<file path="src/rtl/bcd_seq_pkg.sv">
// Shared types and constants for the byte-serial packed-BCD adder sequencer.
package bcd_seq_pkg;

   typedef enum logic [1:0] {
      IDLE = 2'd0,
      RUN  = 2'd1,
      DONE = 2'd2
   } state_t;

   // Digit limit and decimal adjust, sized to the 5-bit digit sum.
   localparam logic [4:0] BCD_DIGIT_MAX = 5'd9;
   localparam logic [4:0] BCD_ADJ       = 5'd6;

   // Byte-counter width; never narrower than one bit.
   function automatic int cnt_width(input int nbytes);
      return (nbytes <= 1) ? 1 : $clog2(nbytes);
   endfunction

endpackage

</file>
<file path="src/rtl/bcd2_add.sv">
// Combinational 2-digit packed-BCD adder stage (one byte, carry chained
// from the low digit to the high digit).
module bcd2_add
   import bcd_seq_pkg::*;
(
   input  logic [7:0] a,
   input  logic [7:0] b,
   input  logic       ci,
   output logic [7:0] s,
   output logic       co
);

   // Returns {carry, digit}; invalid input digits get the same rule unchanged.
   function automatic logic [4:0] digit_add(input logic [3:0] x,
                                            input logic [3:0] y,
                                            input logic       c);
      logic [4:0] t;
      logic [4:0] adj;
      t   = {1'b0, x} + {1'b0, y} + {4'b0, c};
      adj = t + BCD_ADJ;
      if (t > BCD_DIGIT_MAX) return {1'b1, adj[3:0]};
      else                   return {1'b0, t[3:0]};
   endfunction

   logic [4:0] lo;
   logic [4:0] hi;

   assign lo = digit_add(a[3:0], b[3:0], ci);
   assign hi = digit_add(a[7:4], b[7:4], lo[4]);
   assign s  = {hi[3:0], lo[3:0]};
   assign co = hi[4];

endmodule

</file>
<file path="src/rtl/bcd_mb_add_seq.sv">
// Byte-serial multi-byte packed-BCD adder: accepts A, B and carry-in, runs one
// bcd2_add stage per cycle from the least-significant byte, and presents the
// assembled sum and carry-out on an output valid/ready handshake.
// Optional digit checker: define BCD_SEQ_CHECK_EN to flag digits > 9 on err.
module bcd_mb_add_seq
   import bcd_seq_pkg::*;
#(
   parameter int NBYTES = 4
) (
   input  logic                clk,
   input  logic                rst,
   input  logic                in_valid,
   output logic                in_ready,
   input  logic [8*NBYTES-1:0] a,
   input  logic [8*NBYTES-1:0] b,
   input  logic                cin,
   output logic                out_valid,
   input  logic                out_ready,
   output logic [8*NBYTES-1:0] sum,
   output logic                cout,
   output logic                err
);

   localparam int CW = cnt_width(NBYTES);
   localparam logic [CW-1:0] LAST = CW'(NBYTES - 1);

   state_t              state;
   logic [CW-1:0]       cnt;
   logic                carry;
   logic [8*NBYTES-1:0] a_sr;
   logic [8*NBYTES-1:0] b_sr;
   logic [8*NBYTES-1:0] sum_sr;
   logic [8*NBYTES-1:0] sum_next;
   logic [7:0]          s_byte;
   logic                s_co;
   logic                accept;

   assign accept = (state == IDLE) && in_valid && in_ready;

   bcd2_add u_add (
      .a  (a_sr[7:0]),
      .b  (b_sr[7:0]),
      .ci (carry),
      .s  (s_byte),
      .co (s_co)
   );

   // Next sum image: shift right one byte and insert the new byte at the top.
   always_comb begin
      // NOTE: default first, then override a slice, so no latch is inferred.
      sum_next                      = sum_sr >> 8;
      sum_next[8*NBYTES-1 -: 8]     = s_byte;
   end

   // Control FSM: handshakes, byte counter and the chained decimal carry.
   always_ff @(posedge clk) begin
      // NOTE: state uses non-blocking assignments so every register updates from pre-edge values.
      if (rst) begin
         state     <= IDLE;
         in_ready  <= 1'b0;
         out_valid <= 1'b0;
         carry     <= 1'b0;
         cnt       <= '0;
      end else begin
         case (state)
            IDLE: begin
               in_ready <= 1'b1;
               if (accept) begin
                  in_ready <= 1'b0;
                  carry    <= cin;
                  cnt      <= '0;
                  state    <= RUN;
               end
            end
            RUN: begin
               carry <= s_co;
               cnt   <= cnt + 1'b1;
               if (cnt == LAST) begin
                  out_valid <= 1'b1;
                  state     <= DONE;
               end
            end
            DONE: begin
               if (out_ready) begin
                  out_valid <= 1'b0;
                  in_ready  <= 1'b1;
                  state     <= IDLE;
               end
            end
            default: state <= IDLE;
         endcase
      end
   end

   // Operand shift registers: load on accept, consume one byte per RUN cycle.
   always_ff @(posedge clk) begin
      // NOTE: pure datapath with no reset; contents only matter after a load.
      if (accept) begin
         a_sr <= a;
         b_sr <= b;
      end else if (state == RUN) begin
         a_sr <= a_sr >> 8;
         b_sr <= b_sr >> 8;
      end
   end

   // Sum shift register: visible output, so it returns to zero on reset.
   always_ff @(posedge clk) begin
      if (rst)                sum_sr <= '0;
      else if (state == RUN)  sum_sr <= sum_next;
   end

   assign sum  = sum_sr;
   assign cout = carry;

`ifdef BCD_SEQ_CHECK_EN
   function automatic logic bad_byte(input logic [7:0] x);
      return ({1'b0, x[3:0]} > BCD_DIGIT_MAX) || ({1'b0, x[7:4]} > BCD_DIGIT_MAX);
   endfunction

   logic err_q;

   // Sticky invalid-digit flag, cleared when new operands are accepted.
   always_ff @(posedge clk) begin
      if (rst)
         err_q <= 1'b0;
      else if (accept)
         err_q <= 1'b0;
      else if ((state == RUN) && (bad_byte(a_sr[7:0]) || bad_byte(b_sr[7:0])))
         err_q <= 1'b1;
   end

   assign err = err_q;
`else
   assign err = 1'b0;
`endif

endmodule

</file>
<file path="config.mk">
export PLATFORM = sky130hd
export DESIGN_NAME = bcd_mb_add_seq
export DESIGN_NICKNAME = d
export VERILOG_FILES = /design/src/rtl/bcd_seq_pkg.sv /design/src/rtl/bcd2_add.sv /design/src/rtl/bcd_mb_add_seq.sv
export SDC_FILE = /design/constraint.sdc
export NUM_CORES = 1
export LEC_CHECK = 0
export BUFFER_PORTS_ARGS = -buffer_cell sky130_fd_sc_hd__buf_4
export CORE_MARGIN = 2
export CORE_UTILIZATION = 40
export CTS_CLUSTER_DIAMETER = 150
export DETAILED_ROUTE_END_ITERATION = 10
export SYNTH_ARGS = -nofsm -noshare
export SYNTH_HDL_FRONTEND = slang
export SYNTH_SLANG_ARGS = --single-unit
</file>
<file path="constraint.sdc">
create_clock -name clk -period 12.28 [get_ports clk]
set_input_delay 2.456 -clock clk [delete_from_list [all_inputs] [get_ports clk]]
set_output_delay 2.456 -clock clk [all_outputs]
set_load 0.05 [all_outputs]
</file>
==> results of run 1 <==
==> flip-flops by register name (all words and copies together) (netlist names) <==
signal,count
out_valid,1
cnt,2
in_ready,1
state,2
b_sr,32
a_sr,32
sum,32
cout,1
==> where the power goes <==
part           internal (mW)  total [mW]  switching, mW
sequential             0.404       0.417         0.0127
combinational         0.0779       0.179          0.101
clock                  0.141       0.272          0.130
==> metal layers <==
layer	vias up	track usage	wire length, um	share of wire
met5	-	0	0	0
met4	0	0.0400	87	0.010
met3	6	0.0532	614	0.071
met2	85	0.238	4150	0.48
met1	1432	0.177	3830	0.44
li1	1506	-	-	-
==> logic make-up (layout without fill, tap and decap cells) <==
family,after synthesis,count (layout)
DFF,103,103
muxes,52,52
adders and majority gates,14,14
xor gates and xnor gates,4,4
and+or+nand+nor,111,111
buffers and inverters,29,129
other,1,1
AOI/OAI and AO/OA,58,58
==> worst register-to-register path, stage by stage, from the launching register on <==
cell and delay, ps:
edfxtp_1 390, fa_1 440, fa_1 410, xnor2_1 380
ha_1 260, a22oi_1 120, a21boi_0 390, fa_1 270
inv_1 60, fa_1 410, xor2_1 290, inv_1 80
ha_1 230, nand2_1 80, o31ai_2 90, nor3b_2 270
o21ai_0 120, a32o_1 260
==> through the flow <==
| step | power (mW) | util | cells |
|---|---|---|---|
| after floorplan | 0.552 | - | 372 |
| after global placement | 0.598 | 0.494 | 596 |
| after detailed placement | 0.604 | 0.494 | 596 |
| after CTS | 0.877 | 0.520 | 612 |
| after global routing | 0.910 | 0.520 | 612 |
| final | 0.867 | 0.520 | 612 |
==> worst max-delay path by stage <==
stage          slack (ps)  startpoint  cells past startpoint       to
6_report             7650     a_sr[0]                     17  sum[29]
5_1_grt              7290     a_sr[0]                     17  sum[29]
4_1_cts              7640     a_sr[0]                     17  sum[29]
3_5_place_dp         7660     a_sr[0]                     17  sum[29]
3_3_place_gp         7810     a_sr[0]                     17  sum[29]
2_1_floorplan        7370    in_valid                      5   cnt[0]
==> synth_stat cells (all sizes together), types with 2 or more instances <==
master / number / area, sq um
xnor2: 3 / 26.3
mux2: 50 / 563
nor2b: 3 / 18.8
inv: 8 / 30.0
nand3: 2 / 10.0
a22oi: 3 / 22.5
and2: 17 / 106
mux2i: 2 / 20.0
nor3: 5 / 30.0
dfxtp: 39 / 781
nand2b: 2 / 12.5
fa: 4 / 80.1
or3: 2 / 12.5
edfxtp: 64 / 1920
ha: 10 / 125
nor3b: 2 / 20.0
a21o: 3 / 23.8
a21oi: 34 / 170
nor2: 12 / 45.0
buf: 16 / 88.8
nand2: 63 / 236
a31oi: 2 / 12.5
a2bb2oi: 2 / 17.5
o21ai: 6 / 30.0
clkbuf: 5 / 18.8
==> layout make-up <==
class,count,area share
sequential,103,0.475
multi-input combinational,240,0.300
timing repair buffer,105,0.139
clock buffer,10,0.0403
tap,140,0.0308
clock inverter,6,0.00946
inverter,8,0.00528
==> flow_summary_export.csv, run 1 <==
group,metric,value,unit
cts,cts_buffer_depth,2,
setup_path,r2r_end,"sum[29]",
setup_path,crit_chain,"fa_1, fa_1, xnor2_1, ha_1, a22oi_1, a21boi_0, fa_1, inv_1, fa_1, xor2_1, inv_1, ha_1, nand2_1, o31ai_2, nor3b_2, o21ai_0, a32o_1",
logic_synthesis,ys_seq_area_frac,0.597,
logic_synthesis,synthCells,372,
timing,fin_skew,10.6,ps
cts,cts_buffers,9,
timing,hold_viol,0,
floorplanning,dieArea,12200,sq um
timing,tightest_slew,1180,ps
drt,wirelength,8680,um
setup_path,critPathMaxStageDelay,440,ps
drt,via_per_inst,4.95,
min_path,min_path_cells,2,
cts,cts_resized,0,
logic_synthesis,ys_types,43,
floorplanning,fp.dieH,110,um
cts,cts-root-buf,"clkbuf_16",
timing,finalCritPeriodShare,0.377,
logic_synthesis,syn_area_per_cell,12.2,sq um
finish,area_growth,25.5,%
cts,post-cts-setup-buffers,0,
placed_design,dp_slack,7660,ps
floorplanning,chipWidth,110,um
power,peakVddDrop,0.0955,mV
setup_path,criticalPathCategory,"flop to flop",
job,cap_violations,0,
logic_synthesis,netlist_area,4530,sq um
finish,ff_latch_area,2700,sq um
outcome,status,"completed",
finish,nets,550,
drt,drc,0,
placed_design,routabilityCongestion,0.755,
setup_path,required,12510,ps
logic_synthesis,synth-simple-area-share,0.114,
logic_synthesis,synthAdderAreaFrac,0.0453,
placed_design,dpl.hpwl,5830,um
finish,design_area,5690,sq um
setup_path,crit_fanout,5,
min_path,hold_start,"sum[1]",
setup_path,endpoint_kind,"flop",
timing,holdWs,457,ps
finish,layout_common_cells,"buf_4, edfxtp_1, nand2_1, mux2_2, dfxtp_1",
cts,clk_pin_slew,70,ps
setup_path,r2r.worst_path.cells,17,
logic_synthesis,synth_xor_area_frac,0.00773,
floorplanning,core,10900,sq um
logic_synthesis,synth_flop_cell,"edfxtp_1",
finish,multi_input_area,1710,sq um
logic_synthesis,ys_ff_latch,103,
cts,clk_latency,340,ps
setup_path,rr_startpoint,"a_sr[0]",
timing,setup_viol,0,
cts,cts_sinks,103,
logic_synthesis,yosysWarnings,0,
setup_path,r2r_setup_slack,7650,ps
finish,drive_gt1_frac,0.375,
cts,cts_tree,"yes",
power,p_leak,2.21,nW
setup_path,cp_slowest_cell,"fa_1",
timing,slew_headroom,0.213,
timing,worst_slack,7650,ps
logic_synthesis,synth-compound-area-share,0.0771,
power,powerDensity,153,nW/um^2
timing,rsz0062_at_grt,"no",
floorplanning,start_util,0.414,
logic_synthesis,synth_nets,455,
floorplanning,pin_count,105,
setup_path,crit_buf_inv,2,
timing,tns,0,ps
min_path,hold_class,"flop to flop",
finish,final_common_cell,"buf_4",
cts,htree_levels,3,
min_path,whs_endpoint,"sum[1]",
setup_path,start_kind,"flop",
grt,grt_max_degree,67,
logic_synthesis,synth_top_family_by_area,"multiplexers",
finish,fill_cells,961,
grt,overflow,0,
timing,fin_crit,4630,ps
grt,grt_pass1_wl,14400,um
drt,wl_per_cell,14.2,um
logic_synthesis,async_reset_ff_frac,0,
logic_synthesis,synth_edf_count,64,
drt,dr.pass1.iters,4,
floorplanning,rows,38,
placed_design,portBuffers,103,
setup_path,cp_common_cell,"fa_1",
timing,fmaxAchievable,216,MHz
grt,antenna_found_initial,0,
cts,hold_buffers,0,
grt,grt_usage,0.144,
drt,drtAntennaViolNets,0,
drt,drtIter0Drc,180,
setup_path,cp_top_family,"adder cells",
timing,drv_slew,0,
placed_design,place_area,5400,sq um
finish,antennaDiodeCount,0,
grt,grt_pass1_vias,3014,
logic_synthesis,synth_mux_area_frac,0.129,
setup_path,crit_arrival,4870,ps
drt,via_count,3029,
No activity file was read; power rests on OpenSTA's default activity.
==> run 2: changes to the inputs <==
--- a/config.mk
+++ b/config.mk
@@ -5,6 +5,7 @@
 export SDC_FILE = /design/constraint.sdc
 export NUM_CORES = 1
 export LEC_CHECK = 0
+export ABC_AREA = 1
 export BUFFER_PORTS_ARGS = -buffer_cell sky130_fd_sc_hd__buf_4
 export CORE_MARGIN = 2
 export CORE_UTILIZATION = 40
==> constraint.sdc (replaced) <==
create_clock -name clk -period 3.9 [get_ports clk]
set_input_delay 0.78 -clock clk [delete_from_list [all_inputs] [get_ports clk]]
set_output_delay 0.78 -clock clk [all_outputs]
set_load 0.05 [all_outputs]
==> flow_summary_export.csv, run 2 <==
group,metric,value,unit
setup_path,rr_startpoint,"a_sr[0]",
logic_synthesis,synth_edf_count,64,
grt,antenna_found_initial,0,
setup_path,critPathMaxStageDelay,620,ps
floorplanning,core,11400,sq um
setup_path,start_kind,"flop",
grt,grt_pass1_vias,3256,
setup_path,criticalPathCategory,"flop to flop",
min_path,hold_start,"cnt[0]",
drt,drtAntennaViolNets,0,
logic_synthesis,synthTopCellsByCount,"nand2_1, nor2_1, edfxtp_1",
placed_design,portBuffers,103,
setup_path,cp_slowest_cell,"fa_2",
logic_synthesis,synth_mux_area_frac,0,
logic_synthesis,synthCells,508,
finish,layout_common_cells,"nand2_1, buf_4, nor2_1, edfxtp_1, dfxtp_1",
setup_path,r2r_end,"sum[31]",
drt,wl_per_cell,12.3,um
cts,cts_tree,"yes",
cts,clk_pin_slew,70,ps
drt,drtIter0Drc,239,
logic_synthesis,synth-compound-area-share,0.0626,
cts,cts_sinks,103,
timing,rsz0062_at_grt,"yes",
timing,holdWs,470,ps
grt,overflow,0,
timing,slew_headroom,0.533,
cts,cts_buffer_depth,2,
grt,grt_max_degree,65,
placed_design,routabilityCongestion,0.767,
logic_synthesis,async_reset_ff_frac,0,
logic_synthesis,synth_flop_cell,"edfxtp_1",
setup_path,crit_chain,"fa_2, fa_2, inv_4, ha_4, inv_4, a21oi_2, a21oi_2, nand2_2, nand2_2, inv_2, fa_2, inv_2, fa_2, inv_2, ha_4, nand2_2, nand2_2, inv_2, nand2_4, nand2_4, nand2_2, nand3_2, nand2_1, inv_1",
timing,fmaxAchievable,265,MHz
setup_path,cp_common_cell,"nand2_2",
finish,nets,694,
setup_path,required,4140,ps
min_path,hold_class,"flop to flop",
setup_path,crit_fanout,4,
setup_path,r2r_setup_slack,130,ps
floorplanning,fp.dieH,112,um
drt,via_count,3517,
power,peakVddDrop,0.338,mV
setup_path,endpoint_kind,"flop",
timing,fin_crit,3770,ps
timing,fin_skew,9.31,ps
job,cap_violations,0,
grt,grt_pass1_wl,14800,um
cts,cts-root-buf,"clkbuf_16",
min_path,whs_endpoint,"cnt[0]",
floorplanning,dieArea,12500,sq um
power,power,2.97,mW
drt,drc,0,
logic_synthesis,synth.largest_area_cell,"edfxtp_1",
power,powerDensity,505,nW/um^2
logic_synthesis,ys_ff_latch,103,
timing,tightest_slew,700,ps
floorplanning,start_util,0.408,
drt,dr.pass1.iters,5,
cts,cts_buffers,9,
floorplanning,chipWidth,112,um
power,p_leak,2.75,nW
floorplanning,pin_count,105,
timing,setup_viol,0,
logic_synthesis,synth_most_common_cell,"nand2_1",
cts,clk_latency,350,ps
logic_synthesis,ys_types,31,
finish,final_common_cell,"nand2_1",
drt,wirelength,9290,um
logic_synthesis,synthTopCellsByArea,"edfxtp_1, dfxtp_1, nand2_1, nor2_1, o21ai_0",
grt,grt_usage,0.147,
logic_synthesis,synth-simple-area-share,0.245,
floorplanning,rows,39,
setup_path,r2r.worst_path.cells,24,
logic_synthesis,netlist.area_leader.share,0.414,
timing,finalCritPeriodShare,0.966,
cts,htree_levels,3,
logic_synthesis,netlist_area,4640,sq um
outcome,status,"completed",
logic_synthesis,synth_top_family_by_area,"simple AND/OR/NAND/NOR gates",
logic_synthesis,ys_seq_area_frac,0.582,
logic_synthesis,synthAdderAreaFrac,0.0442,
finish,drive_gt1_frac,0.294,
drt,via_per_inst,4.64,
logic_synthesis,syn_area_per_cell,9.14,sq um
finish,antennaDiodeCount,0,
logic_synthesis,yosysWarnings,0,
finish,area_growth,26.7,%
logic_synthesis,synth_nets,591,
placed_design,dpl.hpwl,6210,um
setup_path,crit_arrival,4010,ps
logic_synthesis,synth_xor_area_frac,0,
timing,hold_viol,0,
timing,drv_slew,0,
min_path,min_path_cells,1,
run 2: cells by family (layout without fill, tap and decap cells):
logic type / Yosys count / count (layout)
compound gates: 51 / 51
flops: 103 / 103
fa+ha+maj: 14 / 14
buf+inv: 63 / 170
simple gates: 276 / 276
other cells: 1 / 1
run 2: area by class of cell:
class / instances / area [sq um]
clock buffers: 11 / 233
clock inverters: 4 / 30.0
fillers: 1046 / 5490
inverters: 40 / 155
multi-input cells: 342 / 1710
flip-flops and latches: 103 / 2700
well taps: 143 / 179
repair buffers: 115 / 863
run 2: worst max path at each step:
stage,startpoint,endpoint,slack [ps],cells after the start
after floorplan,cout,sum[31],110,25
after global placement,a_sr[0],sum[31],110,25
after detailed placement,a_sr[0],sum[31],-50,25
after CTS,b_sr[0],sum[31],4,24
after global routing,a_sr[0],sum[31],-40,24
final,a_sr[0],sum[31],130,24
run 2: where the power goes:
part / internal, mW / leakage [nW] / switching, mW
logic: 0.319 / 1.69 / 0.495
registers: 1.29 / 0.935 / 0.0484
clock network: 0.433 / 0.123 / 0.385
total: 2.04 / 2.75 / 0.929
run 2: worst max-delay path: cells and delay by family (launching register included):
| family | cells | cell delay [ps] |
|---|---|---|
| AO/OA/AOI/OAI | 2 | 150 |
| buffers and inverters | 7 | 380 |
| flip-flops | 1 | 410 |
| AND/OR/NAND/NOR | 9 | 590 |
| adder cells (fa/ha/maj) | 6 | 2120 |
run 2: what timing repair did:
item / 4_1_cts / 5_1_grt
pin swaps: 1 / 15
gates resized for setup: 3 / 23
setup endpoints to repair: 4 / 4
buffers inserted: 0 / 5
hold buffers: 0 / 0
run 2: metrics by stage:
step	utilization	instance area (sq um)	std cells	setup slack (ps)	setup TNS, ps
final	0.517	5880	758	131	0
after global placement	0.484	5500	738	107	0
after detailed placement	0.484	5500	738	-51.8	-100
after global routing	0.517	5880	758	-35.8	-106
after floorplan	-	4640	508	112	0
after CTS	0.507	5770	753	4.32	0
run 2: per-layer routing:
| metal | wire [um] | GRT usage | vias to the layer above |
|---|---|---|---|
| met4 | 137 | 0.0494 | 0 |
| met5 | 0 | 0 | - |
| li1 | - | - | 1823 |
| met3 | 719 | 0.0561 | 11 |
| met2 | 4330 | 0.240 | 105 |
| met1 | 4100 | 0.178 | 1578 |
